### config.mk
export PLATFORM = sky130hd
export DESIGN_NAME = ca2_predecessor_finder
export DESIGN_NICKNAME = d
export VERILOG_FILES = /design/src/rtl/ca2_pkg.sv /design/src/rtl/ca2_step_eval.sv /design/src/rtl/ca2_predecessor_finder.sv
export SDC_FILE = /design/constraint.sdc
export NUM_CORES = 1
export LEC_CHECK = 0
export CAP_MARGIN = 20
export CORE_UTILIZATION = 47
export DETAILED_ROUTE_END_ITERATION = 7
export GPL_ROUTABILITY_DRIVEN = 0
export PLACE_DENSITY_LB_ADDON = 0.1
export SLEW_MARGIN = 20
export SYNTH_ARGS = -nofsm -noshare
export SYNTH_HDL_FRONTEND = slang
export SYNTH_SLANG_ARGS = --single-unit
### constraint.sdc
create_clock -name clk -period 2.05 [get_ports clk]
set_input_delay 0.205 -clock clk [delete_from_list [all_inputs] [get_ports clk]]
set_output_delay 0.205 -clock clk [all_outputs]
set_load 0.05 [all_outputs]
### src/rtl/ca2_pkg.sv
// Shared types and constants for the two-neighbour cellular-automaton
// predecessor finder. The optional CA2_COUNT_ALL_EN build is handled in the
// top module; nothing in this package depends on it.
package ca2_pkg;

  localparam int RULE_W = 4;

  typedef enum logic [1:0] {
    IDLE   = 2'd0,
    SEARCH = 2'd1,
    DONE   = 2'd2
  } state_t;

endpackage

### src/rtl/ca2_step_eval.sv
// One forward step of a ring of N cells. Cell i takes the rule bit selected by
// the pair {A[i+1], A[i]}, where cell N-1 wraps around to pair with cell 0.
module ca2_step_eval
  import ca2_pkg::*;
#(
  parameter int N = 8
) (
  input  logic [RULE_W-1:0] rule,
  input  logic [N-1:0]      cand,
  output logic [N-1:0]      next
);

  // Each output cell is a pure lookup of its neighbourhood in the rule table
  for (genvar i = 0; i < N; i++) begin : g_cell
    assign next[i] = rule[{cand[(i+1)%N], cand[i]}];
  end

endmodule

### src/rtl/ca2_predecessor_finder.sv
// Brute-force search for a predecessor of a target ring state under a
// two-neighbour CA rule: one candidate is stepped forward and compared per
// cycle. Define CA2_COUNT_ALL_EN to scan every candidate and report the
// number of predecessors on the count port instead of stopping at the first.
module ca2_predecessor_finder
  import ca2_pkg::*;
#(
  parameter int N = 8
) (
  input  logic              clk,
  input  logic              reset,
  input  logic              start,
  input  logic [RULE_W-1:0] rule,
  input  logic [N-1:0]      target,
  output logic              busy,
  output logic              done,
  output logic              found,
  output logic [N-1:0]      pred
`ifdef CA2_COUNT_ALL_EN
  ,
  output logic [N:0]        count
`endif
);

  state_t            state;
  logic [RULE_W-1:0] rule_q;
  logic [N-1:0]      target_q;
  logic [N-1:0]      cand;
  logic [N-1:0]      stepped;
  logic              match;
  logic              last;

  ca2_step_eval #(.N(N)) u_step (
    .rule (rule_q),
    .cand (cand),
    .next (stepped)
  );

  assign match = (stepped == target_q);
  assign last  = &cand;

  // Search controller: latches the problem on start, walks cand upward and
  // holds the results after the one-cycle done state until the next start
  always_ff @(posedge clk) begin
    if (reset) begin
      state    <= IDLE;
      busy     <= 1'b0;
      done     <= 1'b0;
      found    <= 1'b0;
      pred     <= '0;
      cand     <= '0;
      rule_q   <= '0;
      target_q <= '0;
`ifdef CA2_COUNT_ALL_EN
      count    <= '0;
`endif
    end else begin
      case (state)
        IDLE: begin
          done <= 1'b0;
          if (start) begin
            rule_q   <= rule;
            target_q <= target;
            cand     <= '0;
            found    <= 1'b0;
            pred     <= '0;
`ifdef CA2_COUNT_ALL_EN
            count    <= '0;
`endif
            busy     <= 1'b1;
            state    <= SEARCH;
          end
        end
        SEARCH: begin
`ifdef CA2_COUNT_ALL_EN
          if (match) begin
            count <= count + (N+1)'(1);
            if (!found) begin
              found <= 1'b1;
              pred  <= cand;
            end
          end
          if (last) begin
            busy  <= 1'b0;
            done  <= 1'b1;
            state <= DONE;
          end else begin
            cand <= cand + N'(1);
          end
`else
          if (match) begin
            found <= 1'b1;
            pred  <= cand;
            busy  <= 1'b0;
            done  <= 1'b1;
            state <= DONE;
          end else if (last) begin
            busy  <= 1'b0;
            done  <= 1'b1;
            state <= DONE;
          end else begin
            cand <= cand + N'(1);
          end
`endif
        end
        DONE: begin
          done  <= 1'b0;
          state <= IDLE;
        end
        default: begin
          busy  <= 1'b0;
          done  <= 1'b0;
          state <= IDLE;
        end
      endcase
    end
  end

endmodule

==> Word-level counts from Yosys, hierarchy flattened <==
Cells that the tools add are included.
{ "totals": {"elab_cells": 72, "output_inout_bits": 11, "input_bits": 15, "ff_bits": 33} }
{ "op_classes": {"mux": 35, "n_eq_ne": 8, "reduce_logical": 10, "add_sub_neg": 1, "bitwise": 2, "n_lt_le_gt_ge": 8} }
{ "op_table": {"columns": ["op", "n"], "rows": [
  ["8-bit two-way mux", 4],
  ["8-bit case mux with 2 select lines", 2],
  ["2-bit by 3-bit less-than comparator with 1-bit output, second input constant", 8],
  ["1-bit binary-select mux with 2-bit select", 8],
  ["1-bit two-way mux", 15],
  ["8-bit by 1-bit adder with 8-bit output, second input constant", 1],
  ["8-bit == test", 1],
  ["2-bit != test, second input constant", 4],
  ["8-bit AND reduction", 1],
  ["2-bit two-way mux", 3],
  ["3-bit AND reduction", 2],
  ["2-bit case mux with 2 select lines", 1],
  ["2-bit AND reduction", 2],
  ["4-bit AND reduction", 1],
  ["2-bit nonzero test", 2],
  ["3-bit != test, second input constant", 1],
  ["1-bit case mux with 3 select lines", 1],
  ["2-bit by 1-bit == test with 1-bit output, second input constant", 1],
  ["2-bit == test, second input constant", 1],
  ["2-bit zero test", 1],
  ["1-bit inverter", 2],
  ["1-bit case mux with 2 select lines", 1],
  ["2-bit OR reduction", 1]
]} }

==> Depth between registers and ports, before layout <==
{ "logic_depth": {"depth_word": 5, "ltp_mapped": 9, "ltp_nobuf": 6} }

==> By module <==
From an unflattened synthesis, not the netlist that was laid out.
{ "hier_totals": {"cells_unflattened": 182, "area_unflattened_um2": 1677.9} }
{ "by_module_without_submodules": {"columns": ["module", "n_inst", "cells_per_inst", "area_per_inst_um2"], "rows": [
  ["ca2_predecessor_finder", 1, 174, 1467.7],
  ["ca2_step_eval", 1, 8, 210.2]
]} }

==> Worst setup path after synthesis <==
Ideal clock, no wire load.
{ "synth_path": {"kind": "register to register", "from": "register cand[5]", "to": "register cand[0]", "path_buffers": 1, "stages_incl_launch_ff": 8, "slack_ns": 0.022, "required_ns": 1.929, "t_arrival_ns": 1.908, "path_cell_list": "dfxtp_1 mux4_1 xnor2_1 nand4_1 nor2_2 buf_6 nor2_1 mux2_2"} }
{ "synth_via": {"elab_chain_cells": 5, "word_cells_on_any_way": 9, "cone_classes": "eq/ne (3); mux (4); reduce/logical (2)"} }
{ "synth_rtl": {"columns": ["item", "line", "text"], "rows": [
  ["start, declared", "ca2_predecessor_finder.sv:28", "logic [N-1:0] cand;"],
  ["start signal, assigned", "ca2_predecessor_finder.sv:102", "cand <= cand + N'(1);"],
  ["1-bit binary-select mux with 2-bit select", "ca2_step_eval.sv:15", "assign next[i] = rule[{cand[(i+1)%N], cand[i]}];"],
  ["1-bit two-way mux (implied by the code)", "ca2_step_eval.sv:15", null],
  ["8-bit == test", "ca2_predecessor_finder.sv:39", "assign match = (stepped == target_q);"],
  ["2-bit != test (no source line)", null, null],
  ["4-bit AND reduction (no source line) *", null, null]
]} }
Every way passes the cells marked *; elsewhere a longest branch is shown, timed or not. The select of a mux whose other input is x is not followed.
A chain may end at the register's enable or synchronous reset.

==> Worst setup path in the final report <==
{ "layout_path": {"from": "register cand[5]", "to": "register done"} }
{ "layout_via": {"elab_chain_cells": 4, "word_cells_on_any_way": 8, "cone_classes": "eq/ne (1); mux (5); reduce/logical (2)"} }
{ "layout_rtl": {"columns": ["item", "line", "text"], "rows": [
  ["1-bit binary-select mux with 2-bit select", "ca2_step_eval.sv:15", null],
  ["1-bit two-way mux (implied by the code)", "ca2_step_eval.sv:15", null],
  ["8-bit == test", "ca2_predecessor_finder.sv:39", null],
  ["1-bit two-way mux or 2-bit nonzero test (tied branches)", null, null],
  ["end signal, assigned", "ca2_predecessor_finder.sv:48", "done <= 1'b0;"],
  ["end signal, assigned", "ca2_predecessor_finder.sv:95", "done <= 1'b1;"],
  ["end signal, assigned", "ca2_predecessor_finder.sv:99", "done <= 1'b1;"],
  ["end, declared", "ca2_predecessor_finder.sv:16", "output logic done,"]
]} }
Several ways; a longest one is shown, not always the timed one. The select of a mux whose other input is x is not followed.

==> metrics.cfg <==
[floorplan]
die-area_mm2=0.00380
core.rowCount=21
start_util_pct=49.7
coreArea_mm2=0.00336
io_pins=26
die-width_um=61.6
die_h_um=61.6

[power]
ir_drop_v=0.000520
power_frac_comb_pct=23.3
p_per_area_mw_per_mm2=652
internal_power_w=0.000992
p_leak_nw=0.803
p_clk_share_pct=26.2
seqPwrFrac_pct=50.5
swShare_pct=29.5
power_switching_w=0.000416

[yosys]
synth_mux_area_share_pct=20.3
yosys_register_bits=33
synth_edf_count=0
synth_area_per_cell_um2=9.28
synth_nets=196
async_flop_share_pct=0
synth_compound_area_share_pct=8.24
synth-main-ff-cell=dfxtp_1
synthAdderAreaFrac_pct=0.749
ys_seq_area_share_pct=39.6
yosys.area.top_type=dfxtp_1
ys_types=37
yosys_warnings=0
synth_area_mm2=0.00167
synthDominantCellAreaShare_pct=39.6
synth_top_family_by_area=simple AND/OR/NAND/NOR gates
syn_inst=180
synth_simple_gate_area_share_pct=23.3
synth_area_leaders=dfxtp_1 40%, nand2_1 9.0%, mux2i_1 6.6%
synthXorXnorAreaFrac_pct=4.19

[global_route]
grt_pass1_wl_um=6610
grt_start_max_net_pins=21
antenna_found_initial=0
grtUsageTotal_pct=24.7
grt_overflow_total=0
grt_pass1_vias=1429

[clock_network]
cts_made_buffers=5
holdBufCountCts=0
clockRootBuffer=clkbuf_4
cts_tree=yes
insertion_delay_ns=0.33
numClockSinks=33
clk_pin_slew_worst_paths_ns=0.10
postCtsSetupRepairBufs=0
cts_max_level=2
clk_path_buf_depth=2

[sta]
final_hold_viol_count=0
fin_crit_ns=2.08
worst_pin_slew_ns=0.560
finalMaxSlewViolations=0
setup_slack_ns=-0.0277
maxSlewHeadroom_pct=62.5
rsz0062_at_grt=yes
setup-violations-final=7
worst_hold_slack_ns=0.410
skew_ns=0.00570
period_share_pct=101
clock.fmax_mhz=481

[final_layout]
layout_common_cells=40 x nand2_1, 25 x clkdlybuf4s50_1, 24 x dfxtp_1, 15 x a21oi_1, 15 x buf_4
antennaDiodeCount=0
fin_area_mm2=0.00216
mostFrequentLayoutCell=nand2_1
syn_to_final_growth_pct=29.3
final_cells=265
post_route_cells_drive_above_1_share_pct=26.0
fillers=317
layout.nets=235

[outcome]
violations=negative setup slack
status=finished with violations

[worst_setup_path]
max_stage_delay_ns=0.54
end_kind=flip-flop
critPathRequiredTime_ns=2.29
reg2reg_slack_ns=-0.03
critPathMaxFanout=5
crit_path_start_kind=flip-flop
cp_slowest_cell=mux4_2
arrival_ns=2.32
cp_cell_sequence=mux4_2, xnor2_2, nand4_1, nor2_4, buf_6, or2_2, o21a_1
timing_worst_setup_path_type=flip-flop to flip-flop

[place]
hpwl_um=2770
dp.cells=257
post-place-ws_ns=-0.199
placed_area_mm2=0.00205
portBuffers=25

[route]
drtIter0Drc=67
wl_per_cell_um=14.7
drcViolationCount=0
first_pass_iters=4
route.vias.total=1454
antenna_left=0
avgViaCountPerCell=5.49
totalWireLength_um=3890

[job]
maxCapViolations=0

[min_path]
hp-class=primary input to flip-flop

## synthesized netlist by cell type, types with 2 or more instances
library cell	n
nand3_1	2
clkbuf_1	6
mux4_2	4
nor3_1	3
mux2i_1	11
or3_1	2
or2b_1	2
nand2b_1	7
inv_1	2
nand4_1	2
mux2_2	3
xnor2_1	8
a21oi_1	15
o21ba_2	2
nor2_1	10
buf_6	2
dfxtp_1	33
nor3b_1	2
mux4_1	4
or2_2	3
nand2_1	40
o21ai_0	2
## registers in the layout, summed over array words and instances (netlist names)
signal and count:
found 1, target_q 8, cand 8, pred 8, rule_q 4, state 2
done 1, busy 1
## critical path: cells and delay by family (launching register included)
family / cells / cell delay [ns]
buffers and inverters: 1 / 0.13
xor gates and xnor gates: 1 / 0.16
DFF: 1 / 0.36
AOI/OAI and AO/OA: 1 / 0.17
and+or+nand+nor: 3 / 0.62
muxes: 1 / 0.54
## repair_timing
action,in CTS,in global routing
hold endpoints to repair,0,0
gates cloned,1,0
pin swaps,3,4
endpoints found under the setup margin,20,20
gates resized for setup,14,9
## layout make-up
class	count	area, µm²	area share [%]
Clock buffer	7	55.1	2.55
Multi-Input combinational cell	136	993	46.0
Inverter	2	7.51	0.348
Tap cell	46	57.6	2.67
Timing Repair Buffer	41	374	17.3
Sequential cell	33	672	31.1
## power by group through the flow
stage	combinational, W	clock, W	sequential (W)
final	0.000329	0.000369	0.000710
after global routing	0.000358	0.000401	0.000716
after CTS	0.000317	0.000384	0.000708
after detailed placement	0.000296	0	0.000720
after global placement	0.000288	0	0.000718
after floorplan	0.000176	0	0.000736
## kinds of logic (layout without fill, tap and decap cells)
logic type               Yosys count  after routing
AO/OA/AOI/OAI                     23             23
XOR/XNOR                           8              8
adder cells (fa/ha/maj)            1              1
flip-flops                        33             33
buffers and inverters             12             50
AND/OR/NAND/NOR                   81             82
multiplexers                      22             22
## final timing paths
path / start / cells after the start / end
worst max-delay path: cand[5] / 7 / done
worst min-delay path: rule[3] / 3 / rule_q[3]
worst max register to register: cand[5] / 7 / done
worst min register to register: pred[5] / 2 / pred[5]
## stage by stage
step	setup TNS, ns	utilization [%]	power [W]
after floorplan	0	-	0.000911
after global placement	-0.788	60.9	0.00101
after detailed placement	-2.20	60.9	0.00102
after CTS	0	63.0	0.00141
after global routing	-1.42	64.2	0.00147
final	-0.0947	64.2	0.00141
## per-layer routing
metal	wire length, µm	part of all wire, %	vias up	global-route usage, %
li1	-	-	706	-
met5	0	0	-	0
met1	1630	42	698	31.0
met2	1990	51	46	40.9
met3	213	5.5	4	6.51
met4	56	1.4	0	8.89
(Power assumes the default switching activity.)
